**src/rtl/trng_word_gen.sv**
```systemverilog
// -----------------------------------------------------------------------------
// trng_word_gen
//   Ring-oscillator TRNG back end. Synchronises N free-running oscillator taps,
//   XOR-combines the enabled ones, decimates the combined bit with a sample
//   strobe, optionally von Neumann debiases it and packs the surviving bits
//   (first bit in the MSB) into WIDTH-bit words on a valid/ready stream.
//   A repetition-count health test on the raw samples blocks the stream with a
//   sticky failure flag until it is cleared.
//
// Ports
//   i_clk           system clock
//   i_rst           asynchronous active-high reset
//   i_en            1 = sampler runs; 0 = sampler idle (partial word discarded)
//   i_ch_mask[N]    per-channel enable for the XOR combine
//   i_vn_en         1 = von Neumann debias; 0 = raw bits
//   i_ro_in[N]      asynchronous oscillator taps
//   o_rnd_data[W]   output word
//   o_rnd_valid     o_rnd_data holds an unconsumed word
//   i_rnd_ready     consumer accepts the word when valid & ready
//   o_health_fail   sticky health-test failure
//   i_fail_clr      single-cycle pulse clearing the failure and restarting the test
// -----------------------------------------------------------------------------
module trng_word_gen #(
  parameter int N          = 20,
  parameter int WIDTH      = 8,
  parameter int SAMPLE_DIV = 4,
  parameter int REP_LIMIT  = 16
) (
  input  logic             i_clk,
  input  logic             i_rst,
  input  logic             i_en,
  input  logic [N-1:0]     i_ch_mask,
  input  logic             i_vn_en,
  input  logic [N-1:0]     i_ro_in,
  output logic [WIDTH-1:0] o_rnd_data,
  output logic             o_rnd_valid,
  input  logic             i_rnd_ready,
  output logic             o_health_fail,
  input  logic             i_fail_clr
);

  localparam int DIV_W = (SAMPLE_DIV > 1) ? $clog2(SAMPLE_DIV) : 1;
  localparam int CNT_W = $clog2(WIDTH + 1);
  localparam int RUN_W = $clog2(REP_LIMIT + 1);

  // Packer states: FULL means a complete word waits in r_acc for the output register.
  localparam logic ST_FILL = 1'b0;
  localparam logic ST_FULL = 1'b1;

  logic [N-1:0]     r_sync1, r_sync2;
  logic [DIV_W-1:0] r_div_cnt;
  logic             r_last;
  logic [RUN_W-1:0] r_run_len;
  logic             r_fail;
  logic             r_vn_d;
  logic             r_pair_have, r_pair_first;
  logic [WIDTH-1:0] r_acc;
  logic [CNT_W-1:0] r_bit_cnt;
  logic             r_state;
  logic [WIDTH-1:0] r_data;
  logic             r_valid;

  logic             w_raw, w_strobe, w_fail_set, w_blocked, w_vn_toggle;
  logic             w_emit, w_bit, w_out_free;
  logic [RUN_W-1:0] w_run_next;
  logic [WIDTH-1:0] w_word;

  assign w_raw       = ^(r_sync2 & i_ch_mask);
  assign w_strobe    = i_en && (r_div_cnt == DIV_W'(SAMPLE_DIV - 1));
  assign w_run_next  = (w_raw != r_last)                 ? RUN_W'(1)  :
                       (r_run_len == RUN_W'(REP_LIMIT))  ? r_run_len  :
                                                           r_run_len + 1'b1;
  assign w_fail_set  = w_strobe && (w_run_next == RUN_W'(REP_LIMIT));
  // A tripping strobe already blocks emission, so the failing sample never
  // reaches the packer.
  assign w_blocked   = r_fail | w_fail_set;
  assign w_vn_toggle = i_vn_en ^ r_vn_d;
  assign w_out_free  = !r_valid || i_rnd_ready;
  assign w_word      = {r_acc[WIDTH-2:0], w_bit};

  // Debias: decide whether this strobe produces a bit and which one.
  always_comb begin
    // NOTE: every always_comb output gets a default first so no path infers a latch.
    w_emit = 1'b0;
    w_bit  = w_raw;
    if (w_strobe) begin
      if (!i_vn_en) begin
        w_emit = 1'b1;
      end else if (r_pair_have && !w_vn_toggle && (r_pair_first != w_raw)) begin
        w_emit = 1'b1;       // 10 -> 1, 01 -> 0
        w_bit  = r_pair_first;
      end
    end
  end

  // Two-flop synchroniser on the asynchronous taps, plus the sample divider.
  always_ff @(posedge i_clk or posedge i_rst) begin
    if (i_rst) begin
      // NOTE: sequential state uses non-blocking assignments only, so every
      // flop samples pre-edge values regardless of statement order.
      r_sync1   <= '0;
      r_sync2   <= '0;
      r_div_cnt <= '0;
    end else begin
      r_sync1 <= i_ro_in;
      r_sync2 <= r_sync1;
      if (!i_en || w_strobe) r_div_cnt <= '0;
      else                   r_div_cnt <= r_div_cnt + 1'b1;
    end
  end

  // Repetition-count health test; clear has priority over a new failure.
  always_ff @(posedge i_clk or posedge i_rst) begin
    if (i_rst) begin
      r_last    <= 1'b0;
      r_run_len <= '0;
      r_fail    <= 1'b0;
    end else begin
      if (w_strobe) r_last <= w_raw;
      if (i_fail_clr) begin
        r_run_len <= '0;
        r_fail    <= 1'b0;
      end else if (w_strobe) begin
        r_run_len <= w_run_next;
        if (w_fail_set) r_fail <= 1'b1;
      end
    end
  end

  // Von Neumann pair tracker.
  always_ff @(posedge i_clk or posedge i_rst) begin
    if (i_rst) begin
      r_vn_d       <= 1'b0;
      r_pair_have  <= 1'b0;
      r_pair_first <= 1'b0;
    end else begin
      r_vn_d <= i_vn_en;
      if (i_fail_clr || w_blocked || !i_en || w_vn_toggle) begin
        r_pair_have <= 1'b0;
      end else if (w_strobe && i_vn_en) begin
        r_pair_have <= !r_pair_have;
        if (!r_pair_have) r_pair_first <= w_raw;
      end
    end
  end

  // Packer and output register. A completed word goes straight to the output
  // when it is free; otherwise it parks in r_acc (FULL) and later bits drop.
  always_ff @(posedge i_clk or posedge i_rst) begin
    if (i_rst) begin
      r_acc     <= '0;
      r_bit_cnt <= '0;
      r_state   <= ST_FILL;
      r_data    <= '0;
      r_valid   <= 1'b0;
    end else begin
      if (r_valid && i_rnd_ready) r_valid <= 1'b0;

      if (i_fail_clr || !i_en) begin
        r_acc     <= '0;
        r_bit_cnt <= '0;
        r_state   <= ST_FILL;
      end else if (w_blocked) begin
        r_acc     <= '0;
        r_bit_cnt <= '0;
        r_state   <= ST_FILL;
        r_valid   <= 1'b0;
      end else begin
        case (r_state)
          ST_FILL: begin
            if (w_emit) begin
              if (r_bit_cnt == CNT_W'(WIDTH - 1)) begin
                if (w_out_free) begin
                  r_data    <= w_word;
                  r_valid   <= 1'b1;
                  r_bit_cnt <= '0;
                end else begin
                  r_acc     <= w_word;
                  r_bit_cnt <= CNT_W'(WIDTH);
                  r_state   <= ST_FULL;
                end
              end else begin
                r_acc     <= w_word;
                r_bit_cnt <= r_bit_cnt + 1'b1;
              end
            end
          end
          default: begin
            if (w_out_free) begin
              r_data    <= r_acc;
              r_valid   <= 1'b1;
              r_bit_cnt <= '0;
              r_state   <= ST_FILL;
            end
          end
        endcase
      end
    end
  end

  assign o_rnd_data    = r_data;
  assign o_rnd_valid   = r_valid;
  assign o_health_fail = r_fail;

endmodule

```
**config.mk**
```make
export PLATFORM = sky130hd
export DESIGN_NAME = trng_word_gen
export DESIGN_NICKNAME = d
export VERILOG_FILES = /design/src/rtl/trng_word_gen.sv
export SDC_FILE = /design/constraint.sdc
export NUM_CORES = 1
export LEC_CHECK = 0
export ABC_AREA = 1
export CAP_MARGIN = 30
export CORE_ASPECT_RATIO = 1.1
export CORE_MARGIN = 5
export CORE_UTILIZATION = 63
export DETAILED_ROUTE_END_ITERATION = 8
export DONT_BUFFER_PORTS = 1
export MAX_ROUTING_LAYER = met4
export PLACE_DENSITY_LB_ADDON = 0.25
export SYNTH_ARGS = -nofsm -noshare
export SYNTH_HDL_FRONTEND = slang
export SYNTH_SLANG_ARGS = --single-unit
```
**constraint.sdc**
```tcl
create_clock -name i_clk -period 3.05 [get_ports i_clk]
set_clock_uncertainty 0.2 [all_clocks]
set_input_delay 0.61 -clock i_clk [delete_from_list [all_inputs] [get_ports i_clk]]
set_output_delay 0.61 -clock i_clk [all_outputs]
set_load 0.02 [all_outputs]
```
; Yosys cells after proc, flatten, opt, wreduce, memory -nomap -nowiden
; Cells that the tools add are included.
[totals]
ram_bits = 0
inputBits = 46
memories = 0
rom_bits = 0
wordCells = 109
latch_bits = 0
out_inout_bits = 10
register_bits = 74
[op_classes]
n_addsub = 3
shift = 0
order_cmp = 0
mul = 0
bitwise = 7
div = 0
reduce_logical = 29
muxes = 47
eq_ne = 9
[op_table]
columns = operator, n
row1 = 8-bit 2-to-1 mux, 11
row2 = 4-bit 2-to-1 mux, 7
row3 = 1-bit 2-to-1 mux, 24
row4 = 20-bit bitwise AND, 1
row5 = 5-bit 2-to-1 mux, 4
row6 = 20-bit XOR reduction, 1
row7 = "5-bit equality test, second input constant", 2
row8 = 2-bit nonzero test, 5
row9 = 1-bit logical AND, 6
row10 = 1-bit logical OR, 6
row11 = 3-bit AND reduction, 2
row12 = "5-bit by 1-bit adder with 5-bit output, second input constant", 1
row13 = 5-bit AND reduction, 1
row14 = "4-bit by 1-bit adder with 4-bit output, second input constant", 1
row15 = "4-bit by 3-bit equality test with 1-bit output, second input constant", 1
row16 = 1-bit zero test, 4
row17 = "4-bit by 1-bit inequality test with 1-bit output, second input constant", 1
row18 = "4-bit inequality test, second input constant", 1
row19 = 1-bit inverter, 4
row20 = 2-bit AND reduction, 2
row21 = 4-bit nonzero test, 1
row22 = "3-bit by 1-bit inequality test with 1-bit output, second input constant", 1
row23 = 3-bit nonzero test, 1
row24 = "2-bit by 1-bit adder with 2-bit output, second input constant", 1
row25 = 5 further kinds, 6

; Depth between registers and ports, before layout
; Gate-level depths: netlist (run 1).
[logic_depth]
word_depth = 13
depth_mapped = 20
mapped_depth_nobuf = 20

; Worst setup path after synthesis (run 1)
; No wires, ideal clock.
[synth_path]
kind = input to register
start = input i_ch_mask[12]
end = register r_bit_cnt[0]
setup_slack_ns = 0.758
t_required_ns = 2.733
setup_time_ns = 0.117
stages = 20
arrival_ns = 1.975
path_buffers = 0
path_cell_list = nand2_1 > inv_2 > nand2_1 > nand2_1 > nand2_1 > nand2_1 > nand2_1 > nand3_2 > nand2_1 > nand2_4 > nand2_4 > nand2_1 > nand3_1 > nand2_1 > nand2_1 > nand2_1 > o21ai_2 > nand2_1 > nand2_1 > nand2_1
[synth_between]
elab_chain_cells = 9
elab_cells_between_ends = 17
classes_between = eq/ne (4) / mux (6) / bitwise (2) / reduce/logical (5)
[synth_rtl]
columns = item, line_no
row1 = "start, declared", 32  ; input logic [N-1:0] i_ch_mask,
row2 = 20-bit bitwise AND *, 68  ; assign w_raw = ^(r_sync2 & i_ch_mask);
row3 = 20-bit XOR reduction *, 68
row4 = 1-bit inequality test (on tied branches), "70, 89"
row5 = 5-bit 2-to-1 mux / 1-bit logical AND (equally long branches), "70, 89"
row6 = 5-bit equality test / 1-bit 2-to-1 mux (equally long branches), "73, 89"
row7 = 1-bit logical AND / 1-bit 2-to-1 mux (equally long branches), "73, 87"
row8 = 1-bit OR / 1-bit 2-to-1 mux (equally long branches), "76, 86"
row9 = 4-bit by 1-bit inequality test with 1-bit output (no line) (tied with other cells), -
row10 = 2-bit AND reduction (no line) / 4-bit 2-to-1 mux (equally long branches), -
row11 = "end signal, assigned", 179  ; r_bit_cnt <= CNT_W'(WIDTH);
row12 = "end signal, assigned", 184  ; r_bit_cnt <= r_bit_cnt + 1'b1;
row13 = "end, declared", 58  ; logic [CNT_W-1:0] r_bit_cnt;
; Mark *: on every way between the ends. The rest lies on a longest branch, timed or not.
; A chain may end at the register's enable or synchronous reset.

; Worst setup path after layout (run 1)
[layout_path]
start = register r_sync2[16]
end = register r_data[1] (netlist: o_rnd_data[1])
[layout_between]
elab_chain_cells = 9
elab_cells_between_ends = 15
classes_between = eq/ne (3) / mux (4) / bitwise (3) / reduce/logical (5)
[layout_rtl]
columns = item, line_no
row1 = "start, declared", 50  ; logic [N-1:0] r_sync1, r_sync2;
row2 = "start signal, assigned", 106  ; r_sync2 <= r_sync1;
row3 = 20-bit bitwise AND *, 68
row4 = 20-bit XOR reduction *, 68
row5 = 1-bit inequality test (on tied branches), "70, 89"
row6 = 5-bit 2-to-1 mux / 1-bit logical AND (equally long branches), "70, 89"
row7 = 5-bit equality test / 1-bit 2-to-1 mux (equally long branches), "73, 89"
row8 = 1-bit logical AND / 1-bit 2-to-1 mux (equally long branches), "73, 87"
row9 = 1-bit OR / 1-bit 2-to-1 mux (equally long branches), "76, 86"
row10 = 1-bit inverter (no line) / 2-bit nonzero test (equally long branches), -
row11 = 5-bit AND reduction (no line) *, -
row12 = "end signal, assigned", 174  ; r_data <= w_word;
row13 = "end signal, assigned", 190  ; r_data <= r_acc;
row14 = "end, declared", 60  ; logic [WIDTH-1:0] r_data;
; Marks and branches as above.

==> run_results.csv, run 1 <==
group,metric,value,unit
final_layout,final_common_cell,"nand2_1",
clock_tree,hold_buffers,0,
final_layout,area_delta_synth_final,8.61,%
run_status,status,"complete, no violations",
clock_tree,numClockSinks,74,
routing,vias,2395,
pwr,peakVddDrop,375,uV
final_layout,nets,436,
yosys,ys_seq_elements,74,
grt,grt_max_degree,47,
pwr,power.switching,0.537,mW
placed_design,port_buffers,0,
setup_path,reg2reg_to,"o_rnd_data[1]",
pwr,p_per_area,557,nW/um^2
grt,track_usage,0.209,
pwr,clkPwrFrac,0.374,
final_layout,post-route-util,0.693,
placed_design,hpwl,4590,um
setup_path,start_kind,"register",
timing,post-route-period-util,0.765,
routing,top_layer,"met4",
timing,max_freq,428,MHz
setup_path,crit_slowest_cell,"dfrtp_1",
yosys,synth_edf_count,0,
setup_path,rrSetupSlack,0.72,ns
routing,drc,0,
floorplan,ios,56,
job,drv_cap,0,
final_layout,final_cell_mix,"138 x nand2_1, 74 x dfrtp_1, 29 x inv_1",
yosys,syn_inst,378,
setup_path,worst_r2r_path_depth,18,
yosys,ys_seq_area_frac,0.549,
floorplan,die_w,79.8,um
setup_path,crit_arrival,2.36,ns
hold_path,hold_class,"in -> async",
yosys,yosysWarnings,0,
grt,grt_pass1_vias,2393,
setup_path,path_max_fanout,18,
routing,met3WireLength,385,um
yosys,syn-num-nets,428,
clock_tree,cts_max_level,3,
timing,slew_viol_final,0,
routing,wl_met2,3060,um
routing,routed_wl,6020,um
yosys,avgSynthCellArea,8.92,um^2
yosys,syn_area,3370,um^2
final_layout,stdcell_area,3660,um^2
yosys,yosysTopAreaCell,"dfrtp_1",
placed_design,place_congestion,0.841,
timing,min_period,2.33,ns
timing,hold_slack,0.0170,ns
timing,relSlewSlack,0.605,
clock_tree,clk_transition_reported_paths,0.08,ns
final_layout,drive_gt1_frac,0.130,
yosys,async_reset_ff_frac,1.00,
routing,wl_met1,2530,um
routing,firstDrtPassIters,4,
pwr,intPower,1.50,mW
clock_tree,cts_buffer_depth,2,
routing,antenna_left,0,
clock_tree,cts_tree,"yes",
yosys,synth_cell_type_count,28,
timing,rsz0062_at_grt,"no",
placed_design,place_area,3460,um^2
clock_tree,insertion_delay,0.34,ns
placed_design,pre_cts_slack,0.445,ns
grt,grt-ovfl-total,0,
pwr,power,2.04,mW
final_layout,antennaDiodeCount,0,
setup_path,r2r-start,"r_sync2[16]",
clock_tree,cts_setup_buffers,0,
placed_design,dp.cells,450,
setup_path,cp_cell_sequence,"nand2_1, inv_1, nand2_1, nand2_1, nand2_1, nand2_1, nand2_1, nand3_2, nand3_2, nand2_4, nand2_4, nand2_4, nand4_4, nand2_4, nor2_8, nand3_4, nand2_1, nand2_1",
clock_tree,cts-root-buf,"clkbuf_8",
pwr,swShare,0.263,
yosys,synthFlopType,"dfrtp_1",
timing,setup_violations,0,
setup_path,crit_top_cell,"nand2_1",
grt,grt_pass1_wl,10900,um
floorplan,start_util,0.638,
setup_path,crit_required,3.08,ns
timing,worst_pin_slew,0.591,ns
clock_tree,cts_resized,0,
pwr,seq_power_share,0.510,
pwr,comb_power_share,0.116,
grt,antenna_found_initial,0,
floorplan,row_count,28,
routing,via_per_inst,5.14,
routing,first_iter_violations,163,
yosys,ys_top_cells_by_area,"dfrtp_1 55%, nand2_1 15%, inv_1 3.3%",
floorplan,die_h,86.7,um
final_layout,finalNonFillerCells,466,
timing,worst_slack,0.716,ns
setup_path,path_class,"reg -> reg",
clock_tree,numCtsBuffers,9,
timing,setup_tns,0,ns
timing,hold_violations,0,
yosys,yosys.area.top_type_share,0.549,
pwr,power.leakage,1.79,nW
floorplan,fp.dieArea,6920,um^2
setup_path,cpPeakStageDelay,0.36,ns
routing,drt-wirelength-per-cell,12.9,um
setup_path,endpoint_kind,"register",
floorplan,core_area,5290,um^2
==> synth_stat cells, types with 2 or more instances <==
library cell  number
a21oi_1           14
nor3_1             6
o32ai_1            3
nand3_2            5
inv_2             10
inv_1             30
ha_1               4
nand2_2            8
xor2_1             8
nand4_1           10
xnor2_1            5
nand2_1          138
nor2_1            14
o21ai_0           12
dfrtp_1           74
nand2_4            5
clkbuf_1           2
nand3_1           20
==> power groups by stage <==
stage | clock, mW | combinational (mW) | sequential [mW]
final | 0.763 | 0.237 | 1.04
after detailed placement | 0 | 0.239 | 1.06
after global routing | 0.827 | 0.272 | 1.05
after CTS | 0.785 | 0.240 | 1.04
after global placement | 0 | 0.230 | 1.06
after floorplan | 0 | 0.201 | 1.06
==> cell families after synthesis <==
| kind of cell | share of synthesized area |
|---|---|
| AND/OR/NAND/NOR | 0.294 |
| flip-flops | 0.549 |
| AO/OA/AOI/OAI | 0.0508 |
| XOR/XNOR | 0.0386 |
| buffers and inverters | 0.0527 |
| adder cells (fa/ha/maj) | 0.0148 |
==> metal layers <==
metal,vias up,GRT usage
li1,1219,-
met1,1122,0.261
met2,50,0.328
met3,4,0.0655
met4,0,0.0691
met5,-,-
==> flip-flops by register name (all words and copies together) (netlist names) <==
signal / count
r_state: 1
r_vn_d: 1
r_sync2: 20
r_acc: 8
r_last: 1
r_run_len: 5
r_div_cnt: 2
r_sync1: 20
o_rnd_data: 8
o_health_fail: 1
r_pair_first: 1
r_pair_have: 1
r_bit_cnt: 4
o_rnd_valid: 1
==> cell type report <==
| cell class | count | area, um^2 |
|---|---|---|
| fillers | 398 | 1630 |
| well taps | 75 | 93.8 |
| flip-flops and latches | 74 | 1850 |
| clock inverters | 5 | 62.6 |
| clock buffers | 11 | 141 |
| repair buffers | 1 | 20.0 |
| multi-input cells | 260 | 1340 |
| inverters | 40 | 150 |
==> critical path: cells and delay by family, from the launching register on <==
family	cells	cell delay [ns]
buf+inv	1	0.07
flops	1	0.36
simple gates	17	1.58
==> how the worst max path moves through the flow <==
| stage | start | to |
|---|---|---|
| 2_1_floorplan | i_rst | o_health_fail |
| 3_3_place_gp | i_ch_mask[14] | o_rnd_data[5] |
| 3_5_place_dp | i_ch_mask[16] | o_rnd_data[1] |
| 4_1_cts | r_sync2[13] | o_rnd_data[1] |
| 5_1_grt | r_sync2[16] | r_bit_cnt[1] |
| 6_report | r_sync2[16] | o_rnd_data[1] |
Power figures use the tool's default switching activity.
==> inputs of run 2 (changes only) <==
==> constraint.sdc (replaced) <==
create_clock -name i_clk -period 2.2 [get_ports i_clk]
set_clock_uncertainty 0.2 [all_clocks]
set_input_delay 0.44 -clock i_clk [delete_from_list [all_inputs] [get_ports i_clk]]
set_output_delay 0.44 -clock i_clk [all_outputs]
set_load 0.02 [all_outputs]
==> run 2 against run 1 <==
- the run now ends with setup timing left
- routed wire length up 19%
- sequential share of layout area decreased by 6.5 points
- setup slack worse by 0.85 ns
- die area is the same
- utilization increased by 10 points
- critical path type unchanged
==> run_results.csv, run 2 (synthesis gave the netlist of run 1 again) <==
group,metric,value,unit
final_layout,post-route-util,0.794,
placed_design,port_buffers,0,
placed_design,place_congestion,0.860,
setup_path,crit_required,2.24,ns
grt,grt_pass1_vias,2504,
timing,min_period,2.33,ns
timing,setup_violations,23,
routing,drc,0,
setup_path,rrSetupSlack,-0.13,ns
run_status,violations,"setup timing",
timing,worst_slack,-0.131,ns
routing,via_per_inst,5.15,
timing,rsz0062_at_grt,"yes",
setup_path,endpoint_kind,"register",
routing,top_layer,"met4",
timing,hold_violations,0,
grt,grt_max_degree,75,
setup_path,r2r-start,"r_sync2[1]",
grt,antenna_found_initial,0,
final_layout,nets,478,
floorplan,ios,56,
grt,grt_pass1_wl,11600,um
routing,wl_met1,2850,um
setup_path,start_kind,"register",
clock_tree,cts_tree,"yes",
timing,relSlewSlack,0.689,
timing,post-route-period-util,1.06,
clock_tree,insertion_delay,0.35,ns
final_layout,area_delta_synth_final,24.6,%
clock_tree,numClockSinks,74,
final_layout,fillers,322,
setup_path,path_max_fanout,8,
hold_path,min_from,"i_fail_clr",
setup_path,crit_start,"r_sync2[1]",
grt,track_usage,0.228,
placed_design,hpwl,4760,um
floorplan,die_w,79.8,um
job,drv_cap,0,
floorplan,core_area,5290,um^2
routing,met3WireLength,379,um
routing,drt-wirelength-per-cell,14.1,um
final_layout,antennaDiodeCount,0,
routing,firstDrtPassIters,4,
setup_path,crit_arrival,2.37,ns
routing,wl_met2,3820,um
final_layout,final_cell_mix,"123 x nand2_1, 74 x dfrtp_1, 27 x inv_1",
hold_path,min_to,"o_health_fail",
pwr,power,2.84,mW
pwr,power.leakage,1.99,nW
final_layout,finalNonFillerCells,508,
pwr,p_per_area,676,nW/um^2
floorplan,start_util,0.638,
floorplan,die_h,86.7,um
pwr,peakVddDrop,476,uV
hold_path,hold-path-cell-count,3,
floorplan,fp.dieArea,6920,um^2
placed_design,dp.cells,461,
timing,hold_slack,0.0807,ns
clock_tree,numCtsBuffers,9,
grt,grt-ovfl-total,0,
routing,antenna_left,0,
clock_tree,clk_transition_reported_paths,0.07,ns
timing,max_freq,429,MHz
setup_path,path_class,"reg -> reg",
clock_tree,cts_buffer_depth,2,
routing,routed_wl,7160,um
setup_path,reg2reg_to,"o_rnd_data[2]",
clock_tree,cts-root-buf,"clkbuf_8",
floorplan,row_count,28,
clock_tree,cts_max_level,3,
final_layout,drive_gt1_frac,0.242,
final_layout,reg_top3,"r_sync1 (20), r_sync2 (20)",
hold_path,hold_class,"in -> reg",
final_layout,final_common_cell,"nand2_1",
setup_path,worst_r2r_path_depth,17,
timing,slew_viol_final,0,
routing,vias,2616,
run_status,status,"finished with violations",
timing,worst_pin_slew,0.466,ns
routing,first_iter_violations,174,
run 2: metal layers:
layer	track usage	up-vias
met5	-	-
met1	0.261	1253
met3	0.0728	11
met2	0.381	52
li1	-	1300
met4	0.0783	0
run 2: critical path: stages (launching register included):
cell     delay [ns]
dfrtp_1        0.36
nand2_2        0.09
xnor2_1        0.25
nand2_1        0.10
nand2_1        0.08
nand2_1        0.06
nand2_2        0.10
inv_2          0.06
nand2_4        0.08
nand2_4        0.07
nand2_1        0.06
nand3_1        0.08
nand2_2        0.12
nand3_4        0.09
nand2_4        0.11
nand3_4        0.14
nand2_2        0.11
nand2_2        0.05
run 2: layout make-up:
class / instances / area [um^2] / area share
sequential: 74 / 1850 / 0.441
multi-input combinational: 261 / 1510 / 0.359
timing repair buffer: 42 / 408 / 0.0971
inverter: 40 / 159 / 0.0378
clock buffer: 11 / 141 / 0.0337
tap: 75 / 93.8 / 0.0223
clock inverter: 5 / 38.8 / 0.00923
run 2: worst max-delay path by stage:
stage | end | slack (ns) | depth (start not counted)
5_1_grt | o_rnd_data[1] | -0.35 | 17
4_1_cts | r_pair_have | -0.09 | 20
3_5_place_dp | o_rnd_data[6] | -0.21 | 17
2_1_floorplan | r_bit_cnt[0] | 0.08 | 20
6_report | o_rnd_data[2] | -0.13 | 17
3_3_place_gp | o_rnd_data[6] | -0.09 | 17
run 2: power breakdown:
group / internal [mW] / total (mW) / switching (mW)
registers: 1.42 / 1.45 / 0.0311
clock network: 0.443 / 0.942 / 0.499
logic: 0.181 / 0.449 / 0.268
total: 2.04 / 2.84 / 0.798
run 2: metrics by stage:
stage	setup slack [ns]	instance area, um^2	TNS, ns
2_1_floorplan	0.0782	3380	0
3_3_place_gp	-0.0885	3550	-1.43
3_5_place_dp	-0.209	3550	-3.58
4_1_cts	-0.0940	4060	-1.50
5_1_grt	-0.354	4200	-7.41
6_report	-0.131	4200	-2.44
run 2: timing repair:
item	CTS	global route
endpoints found under the setup margin	23	30
gates cloned	0	1
pin swaps	23	14
buffers inserted	4	5
gates resized for setup	22	27
hold endpoints to repair	96	0
hold buffers	23	0
==> inputs of run 3 (changes only) <==
--- a/config.mk
+++ b/config.mk
@@ -8,7 +8,7 @@
 export ABC_AREA = 1
 export CAP_MARGIN = 30
 export CORE_ASPECT_RATIO = 1.1
-export CORE_MARGIN = 5
+export CORE_MARGIN = 2
 export CORE_UTILIZATION = 63
 export DETAILED_ROUTE_END_ITERATION = 8
 export DONT_BUFFER_PORTS = 1
==> run 3 against run 2 <==
- the flow still finishes with violations (setup timing)
- via count up 2.0%
- clock power grew 2.3%
- worst hold slack got worse by 0.0020 ns
- sequential cell count is the same
- die area shrank 14%
- maximum frequency is 2.8% lower
- sequential share of layout area shrank 0.56 points
- cell area is 1.3% higher
- highest routed layer unchanged
==> run_results.csv, run 3 (synthesis gave the netlist of run 1 again) <==
group,metric,value,unit
setup_path,endpoint_kind,"register",
floorplan,fp.dieArea,5960,um^2
pwr,comb_power_share,0.173,
final_layout,final_cell_mix,"105 x nand2_1, 74 x dfrtp_1, 37 x nand2_2",
final_layout,stdcell_area,4260,um^2
run_status,status,"finished with violations",
floorplan,start_util,0.661,
clock_tree,insertion_delay,0.37,ns
floorplan,ios,56,
setup_path,crit_slowest_cell,"dfrtp_1",
floorplan,die_w,73.8,um
placed_design,place_congestion,0.827,
timing,setup_violations,23,
grt,grt-ovfl-total,0,
pwr,clkPwrFrac,0.331,
routing,firstDrtPassIters,4,
grt,grt_max_degree,75,
grt,track_usage,0.255,
final_layout,fillers,271,
timing,hold_violations,0,
clock_tree,numClockSinks,74,
floorplan,die_h,80.7,um
final_layout,area_delta_synth_final,26.1,%
routing,drc,0,
pwr,power.switching,0.876,mW
pwr,peakVddDrop,556,uV
pwr,p_per_area,685,nW/um^2
placed_design,port_buffers,0,
setup_path,crit_arrival,2.46,ns
timing,max_freq,417,MHz
pwr,seq_power_share,0.496,
setup_path,rrSetupSlack,-0.20,ns
floorplan,core_area,5100,um^2
setup_path,critical_path_buf_inv_count,1,
routing,drt-wirelength-per-cell,15.1,um
setup_path,cpPeakStageDelay,0.39,ns
run_status,violations,"setup timing",
pwr,power.leakage,2.01,nW
setup_path,start_kind,"register",
timing,slew_viol_final,0,
job,drv_cap,0,
timing,hold_slack,0.0787,ns
grt,antenna_found_initial,0,
setup_path,cp_cell_sequence,"nand2_2, xor2_2, nand2_1, nand2_1, nand2_1, nand2_2, inv_2, nand2_4, nand2_4, nand2_4, nand2_4, nand4_4, nand2_4, nor2_8, nand3_4, nand2_1, nand2_1",
clock_tree,clk_transition_reported_paths,0.08,ns
setup_path,path_max_fanout,8,
grt,grt_pass1_wl,10900,um
routing,vias,2669,
timing,relSlewSlack,0.640,
timing,worst_pin_slew,0.539,ns
final_layout,final_common_cell,"nand2_1",
timing,setup_tns,-3.40,ns
timing,rsz0062_at_grt,"yes",
timing,min_period,2.40,ns
timing,post-route-period-util,1.09,
grt,grt_pass1_vias,2368,
timing,worst_slack,-0.198,ns
clock_tree,cts-root-buf,"clkbuf_8",
routing,first_iter_violations,210,
routing,via_per_inst,5.32,
placed_design,hpwl,4350,um
clock_tree,cts_tree,"yes",
setup_path,crit_family,"simple AND/OR/NAND/NOR gates",
setup_path,path_class,"reg -> reg",
pwr,intPower,2.04,mW
placed_design,place_area,3520,um^2
pwr,swShare,0.301,
clock_tree,numCtsBuffers,9,
setup_path,crit_required,2.26,ns
clock_tree,cts_buffer_depth,2,
routing,antenna_left,0,
final_layout,nets,475,
placed_design,pre_cts_slack,-0.167,ns
floorplan,row_count,27,
routing,routed_wl,7590,um
hold_path,hold_class,"in -> reg",
final_layout,antennaDiodeCount,0,
final_layout,drive_gt1_frac,0.279,
final_layout,reg_top3,"r_sync1 (20), r_sync2 (20)",
clock_tree,cts_max_level,3,
==> run 3: worst paths after layout <==
path | cells after the start | start | to
max | 17 | r_sync2[2] | o_rnd_data[4]
min | 3 | i_fail_clr | o_health_fail
max reg2reg | 17 | r_sync2[2] | o_rnd_data[4]
min reg2reg | 0 | r_sync1[5] | r_sync2[5]
max in group asynchronous | 3 | i_rst | r_sync2[6]
min in group asynchronous | 3 | i_rst | r_last
==> run 3: power by group through the flow <==
stage / combinational, mW / sequential [mW] / clock (mW)
2_1_floorplan: 0.280 / 1.46 / 0
3_3_place_gp: 0.335 / 1.47 / 0
3_5_place_dp: 0.347 / 1.47 / 0
4_1_cts: 0.424 / 1.45 / 0.957
5_1_grt: 0.546 / 1.45 / 1.02
6_report: 0.504 / 1.45 / 0.964
==> run 3: timing repair <==
item,CTS,global route
setup endpoints to repair,21,28
hold buffers,23,0
endpoints found under the hold margin,96,0
gates resized for setup,21,50
pin swaps,2,19
cloned,2,0
buffers inserted,3,3
==> run 3: stage by stage <==
stage | std cells | util | power, mW
2_1_floorplan | 378 | - | 1.74
3_3_place_gp | 455 | 0.690 | 1.80
3_5_place_dp | 455 | 0.690 | 1.82
4_1_cts | 499 | 0.791 | 2.83
5_1_grt | 502 | 0.834 | 3.02
6_report | 502 | 0.834 | 2.91
==> run 3: layout make-up <==
class | instances | area (um^2) | area share
flip-flops and latches | 74 | 1850 | 0.435
repair buffers | 38 | 363 | 0.0853
clock buffers | 9 | 124 | 0.0291
clock inverters | 7 | 55.1 | 0.0129
multi-input cells | 262 | 1600 | 0.377
inverters | 40 | 169 | 0.0397
well taps | 72 | 90.1 | 0.0212
==> run 3: metal layers <==
| layer | vias up | routed length, um | track usage |
|---|---|---|---|
| met5 | - | 0 | - |
| met4 | 0 | 309 | 0.0800 |
| met3 | 26 | 360 | 0.0844 |
| met2 | 88 | 3910 | 0.408 |
| met1 | 1261 | 3020 | 0.307 |
| li1 | 1294 | - | - |
==> run 3: worst min-delay path, delay by kind of cell <==
| family | cells | cell delay (ns) |
|---|---|---|
| buffers and inverters | 2 | 0.09 |
| and+or+nand+nor | 1 | 0.08 |
